--- src/rtl/ara_perf_pkg.sv ---
// Shared state encoding, default counter width and read-index map for the
// Ara measurement-window controller.
package ara_perf_pkg;

   typedef enum logic [1:0] {IDLE, ARMED, RUN} perf_state_e;

   localparam int unsigned DefCntWidth = 64;
   typedef logic [DefCntWidth-1:0] cnt_t;

   localparam int unsigned IdxRuntime = 0;
   localparam int unsigned IdxEvt0    = 1;

   // The update count sits right after the last event counter.
   function automatic int unsigned idx_upd_cnt(int unsigned nr_events);
      return nr_events + 1;
   endfunction

endpackage

--- src/rtl/ara_perf_window_ctrl_counter.sv ---
// Saturating up-counter; exposes the value including this cycle's increment
// so a snapshot taken on the same edge sees the current cycle.
module ara_sat_counter #(
   parameter int unsigned Width = 64
) (
   input  logic             clk,
   input  logic             rst_n,
   input  logic             clr,
   input  logic             en,
   output logic [Width-1:0] nxt
);

   logic [Width-1:0] cnt;

   assign nxt = (en && cnt != '1) ? cnt + 1'b1 : cnt;

   always_ff @(posedge clk) begin
      if (!rst_n || clr) cnt <= '0;
      else               cnt <= nxt;
   end

endmodule

--- src/rtl/ara_perf_window_ctrl.sv ---
// Measurement-window controller for Ara runtime and CVA6 stall counters.
// Define ARA_PERF_TRIGGER_EN to drive trigger_o on window open/close.
module ara_perf_window_ctrl
   import ara_perf_pkg::*;
#(
   parameter int unsigned NrEvents = 3,
   parameter int unsigned CntWidth = DefCntWidth,
   parameter int unsigned IdleHold = 2,
   parameter int unsigned IdxWidth = $clog2(NrEvents + 2)
) (
   input  logic                clk_i,
   input  logic                rst_ni,
   input  logic                sw_en_i,
   input  logic                vinsn_valid_i,
   input  logic                ara_idle_i,
   input  logic [NrEvents-1:0] event_i,
   input  logic                clear_i,
   input  logic                rd_req_i,
   input  logic [IdxWidth-1:0] rd_idx_i,
   output logic                rd_valid_o,
   output logic [CntWidth-1:0] rd_data_o,
   output logic                rd_err_o,
   output logic                window_active_o,
   output logic                snapshot_valid_o,
   output logic                trigger_o
);

   localparam int unsigned IdxUpd = idx_upd_cnt(NrEvents);
   localparam int unsigned IdleW  = $clog2(IdleHold + 1);

   perf_state_e state, state_nxt;
   logic [IdleW-1:0] idle_cnt;
   logic run, pending, drained, latch;
   logic [NrEvents+1:0][CntWidth-1:0] snap_d, snap;

   assign run     = (state == RUN);
   assign drained = (idle_cnt >= IdleW'(IdleHold));
   // A dispatch in the drain cycle means the pipeline is not really empty.
   assign latch   = pending & drained & ~vinsn_valid_i;

   always_comb begin
      state_nxt = state;
      unique case (state)
         IDLE:    if (sw_en_i) state_nxt = ARMED;
         ARMED:   if (!sw_en_i) state_nxt = IDLE;
                  else if (vinsn_valid_i) state_nxt = RUN;
         RUN:     if (!sw_en_i && ara_idle_i) state_nxt = IDLE;
         default: state_nxt = IDLE;
      endcase
   end

   ara_sat_counter #(.Width(CntWidth)) u_runtime (
      .clk(clk_i), .rst_n(rst_ni), .clr(clear_i), .en(run), .nxt(snap_d[IdxRuntime])
   );

   for (genvar k = 0; k < NrEvents; k++) begin : g_evt
      ara_sat_counter #(.Width(CntWidth)) u_evt (
         .clk(clk_i), .rst_n(rst_ni), .clr(clear_i), .en(run & event_i[k]),
         .nxt(snap_d[IdxEvt0 + k])
      );
   end

   ara_sat_counter #(.Width(CntWidth)) u_upd (
      .clk(clk_i), .rst_n(rst_ni), .clr(clear_i), .en(latch), .nxt(snap_d[IdxUpd])
   );

   always_ff @(posedge clk_i) begin
      if (!rst_ni || clear_i) begin
         state            <= IDLE;
         idle_cnt         <= '0;
         pending          <= 1'b0;
         snap             <= '0;
         snapshot_valid_o <= 1'b0;
      end else begin
         state <= state_nxt;
         if (!ara_idle_i)  idle_cnt <= '0;
         else if (!drained) idle_cnt <= idle_cnt + 1'b1;
         if (vinsn_valid_i) pending <= 1'b1;
         else if (latch)    pending <= 1'b0;
         if (latch) begin
            snap             <= snap_d;
            snapshot_valid_o <= 1'b1;
         end
      end
   end

   // Reads see the registered snapshots, so a same-cycle latch returns old data.
   always_ff @(posedge clk_i) begin
      if (!rst_ni || clear_i) begin
         rd_valid_o <= 1'b0;
         rd_err_o   <= 1'b0;
         rd_data_o  <= '0;
      end else begin
         rd_valid_o <= rd_req_i;
         rd_err_o   <= 1'b0;
         if (rd_req_i) begin
            if (rd_idx_i > IdxWidth'(IdxUpd)) begin
               rd_data_o <= '0;
               rd_err_o  <= 1'b1;
            end else begin
               rd_data_o <= snap[rd_idx_i];
            end
         end
      end
   end

   assign window_active_o = run;

`ifdef ARA_PERF_TRIGGER_EN
   logic trig;
   always_ff @(posedge clk_i) begin
      if (!rst_ni || clear_i) trig <= 1'b0;
      else trig <= (state == ARMED && state_nxt == RUN) ||
                   (state == RUN && state_nxt == IDLE);
   end
   assign trigger_o = trig;
`else
   assign trigger_o = 1'b0;
`endif

endmodule

--- config.mk ---
export PLATFORM = sky130hd
export DESIGN_NAME = ara_perf_window_ctrl
export DESIGN_NICKNAME = d
export VERILOG_FILES = /design/src/rtl/ara_perf_pkg.sv /design/src/rtl/ara_perf_window_ctrl_counter.sv /design/src/rtl/ara_perf_window_ctrl.sv
export SDC_FILE = /design/constraint.sdc
export NUM_CORES = 1
export LEC_CHECK = 0
export CAP_MARGIN = 30
export CORE_UTILIZATION = 45
export CTS_BUF_LIST = sky130_fd_sc_hd__clkbuf_4 sky130_fd_sc_hd__clkbuf_8
export CTS_CLUSTER_SIZE = 16
export DETAILED_ROUTE_END_ITERATION = 10
export PLACE_DENSITY = 0.6
export SKIP_CTS_REPAIR_TIMING = 1
export SYNTH_ARGS = -nofsm -noshare
export SYNTH_HDL_FRONTEND = slang
export SYNTH_SLANG_ARGS = --single-unit
--- constraint.sdc ---
create_clock -name clk_i -period 3.6 [get_ports clk_i]
set_input_delay 0.36 -clock clk_i [delete_from_list [all_inputs] [get_ports clk_i]]
set_output_delay 0.36 -clock clk_i [all_outputs]
set_load 0.01 [all_outputs]
==> results.tsv <==
metric	value	unit
core_area	68800	sq um
clock_tree.buffer_depth	3	
avgSynthCellArea	8.78	sq um
worstHoldPathCells	3	
wl	105000	um
p_leak	11.9	nW
peakVddDrop	0.267	mV
grt.overflow.total	0	
synth_commonest_cells	dfxtp_1, nor2_1, o21ai_0	
reg2reg_depth	8	
synth_cell_type_count	70	
placed_cell_area	33300	sq um
synth_area_leaders	dfxtp_1, o21ai_0, nor2_1, a21oi_1, xnor2_1	
drc	0	
power	16.0	mW
dp_hpwl	76400	um
via_per_inst	5.74	
crit_path_max_fanout	7	
grt_first_pass_wirelength	156000	um
criticalPathCategory	reg -> out	
grt_max_degree	177	
area_growth	14.4	%
outcome	finished, final reports clean	
hold_violations	0	
gp_congestion	1.03	
cts_root_buffer	clkbuf_8	
final_layout_size_suffix_gt1_share	11.7	%
hp-class	in -> reg	
start_kind	flop	
netlist.area_leader.share	45.3	%
multi_input_area	16300	sq um
relSlewSlack	28.6	%
drt_pass1_iterations	7	
numCtsBuffers	117	
synth_most_common_cell	dfxtp_1	
syn_area	31500	sq um
num-nets-final	3663	
synth_nets	3602	
end_kind	output port	
final_area	36000	sq um
slew_viol_final	0	
yosys.area.top_type	dfxtp_1	
synth-warning-count	0	
grt_antenna_before_repair	8	
vias	26800	
worst_slew_pin_slew	1.07	ns
die_w	266	um
worst_skew_pair.late_latency	0.73	ns
clk_pin_slew_worst_paths	0.06	ns
synth_seq_cells	712	
setup_violations	0	
io_buffers	80	
htree_num_levels	3	
die_h	266	um
achievable-frequency	327	MHz
synthCells	3583	
postRouteAntennaNets	0	
cts_tree	done	
max_cap_violations	0	
async_flop_share	0	%
io_pins	82	
setup_tns	0	ns
final.setup_skew	0.0337	ns
grt_usage	29.2	%
rsz0062_at_grt	false	
synth_edf_count	0	
start_util	45.7	%
seq_area_frac_synth	45.3	%
ys.flop_type	dfxtp_1	
die_area	71000	sq um
num-fill-cells	6565	
cp.arrival	2.70	ns
grt_pass1_vias	25000	
period_minus_slack	3.06	ns
routedWlPerCell	22.4	um
seqCellArea	14300	sq um
power_density	446	nW/um^2
std_cell_rows	96	
drt_iter0_markers	2260	
required	3.24	ns
finalCritPeriodShare	84.9	%
clock_sinks	712	
## sequential cells by signal, indices dropped and copies added (netlist names)
| register | cells |
|---|---|
| u_runtime.cnt | 64 |
| rd_err_o | 1 |
| g_evt.u_evt.cnt | 192 |
| state | 2 |
| pending | 1 |
| u_upd.cnt | 64 |
| rd_data_o | 64 |
| snap | 320 |
| snapshot_valid_o | 1 |
| rd_valid_o | 1 |
| idle_cnt | 2 |
## path summary, 6_finish.rpt
kind / startpoint / endpoint / slack, ns
hold reg to reg: rd_data_o[60] / rd_data_o[60] / 0.45
hold / removal: rd_idx_i[2] / rd_err_o / 0.16
setup / recovery: state[1] / window_active_o / 0.54
setup reg to reg: u_runtime.cnt[29] / snap[63] / 0.59
## worst max-delay path: stages (launching register included)
cell and delay [ns]:
dfxtp_1 0.53, nand2b_1 0.36, inv_2 0.24, buf_4 0.26
clkdlybuf4s50_1 0.58
## where the power goes
part | leakage [nW] | internal [mW] | total, mW | switching (mW)
logic | 4.79 | 0.0887 | 0.308 | 0.220
clock network | 1.41 | 4.48 | 7.84 | 3.37
registers | 5.73 | 7.89 | 7.89 | 0.00613
total | 11.9 | 12.5 | 16.0 | 3.59
## cells by family after synthesis
group / after synthesis / share of synthesized area, %
and+or+nand+nor: 1407 / 23.1
other: 1 / 0.0119
AOI/OAI and AO/OA: 761 / 12.6
buffers and inverters: 242 / 2.99
muxes: 135 / 6.84
DFF: 712 / 45.3
adders and majority gates: 6 / 0.239
xor gates and xnor gates: 319 / 8.88
## routing by layer
metal | vias up | GRT usage, % | part of all wire (%)
li1 | 12900 | - | -
met1 | 12800 | 40.6 | 45
met2 | 858 | 46.0 | 45
met3 | 206 | 3.53 | 5.5
met4 | 0 | 11.6 | 3.9
met5 | - | 0 | 0
## cells in the final DEF, fill, tap and decap left out, types with 16 or more instances in the layout
cell / netlist / final
clkinv_2: 0 / 28
or3_1: 32 / 32
nor3_1: 82 / 82
or4_1: 18 / 18
nand2_1: 228 / 227
nor2_1: 470 / 469
inv_1: 22 / 22
and2_1: 23 / 23
a21oi_1: 316 / 315
dfxtp_1: 712 / 712
buf_4: 2 / 73
nor4_2: 20 / 20
mux2i_1: 71 / 71
xor2_1: 147 / 147
clkdlybuf4s50_1: 0 / 77
a211oi_1: 16 / 16
nand3_1: 157 / 157
and4_1: 38 / 38
o21ai_0: 384 / 384
clkbuf_4: 0 / 25
clkbuf_8: 0 / 152
nand4_1: 153 / 153
xnor2_1: 172 / 172
and3_1: 72 / 72
nor4_1: 39 / 39
mux4_2: 64 / 64
## layout make-up
class,count,share of cell area (%)
inverter,23,0.240
timing repair buffer,161,4.23
clock inverter,38,1.00
antenna,2,0.0139
sequential,712,39.6
tap,931,3.24
multi-input combinational,2629,45.3
clock buffer,177,6.33
## through the flow
stage,hold WS (ns),worst slack (ns),util [%],std cells
after floorplan,0.429,1.28,-,3583
after global placement,0.435,0.490,48.4,4455
after detailed placement,0.442,0.400,48.4,4456
after CTS,0.119,0.510,52.3,4671
after global routing,0.171,0.492,52.3,4672
final,0.162,0.543,52.3,4673
No activity file was read; power rests on OpenSTA's default activity.
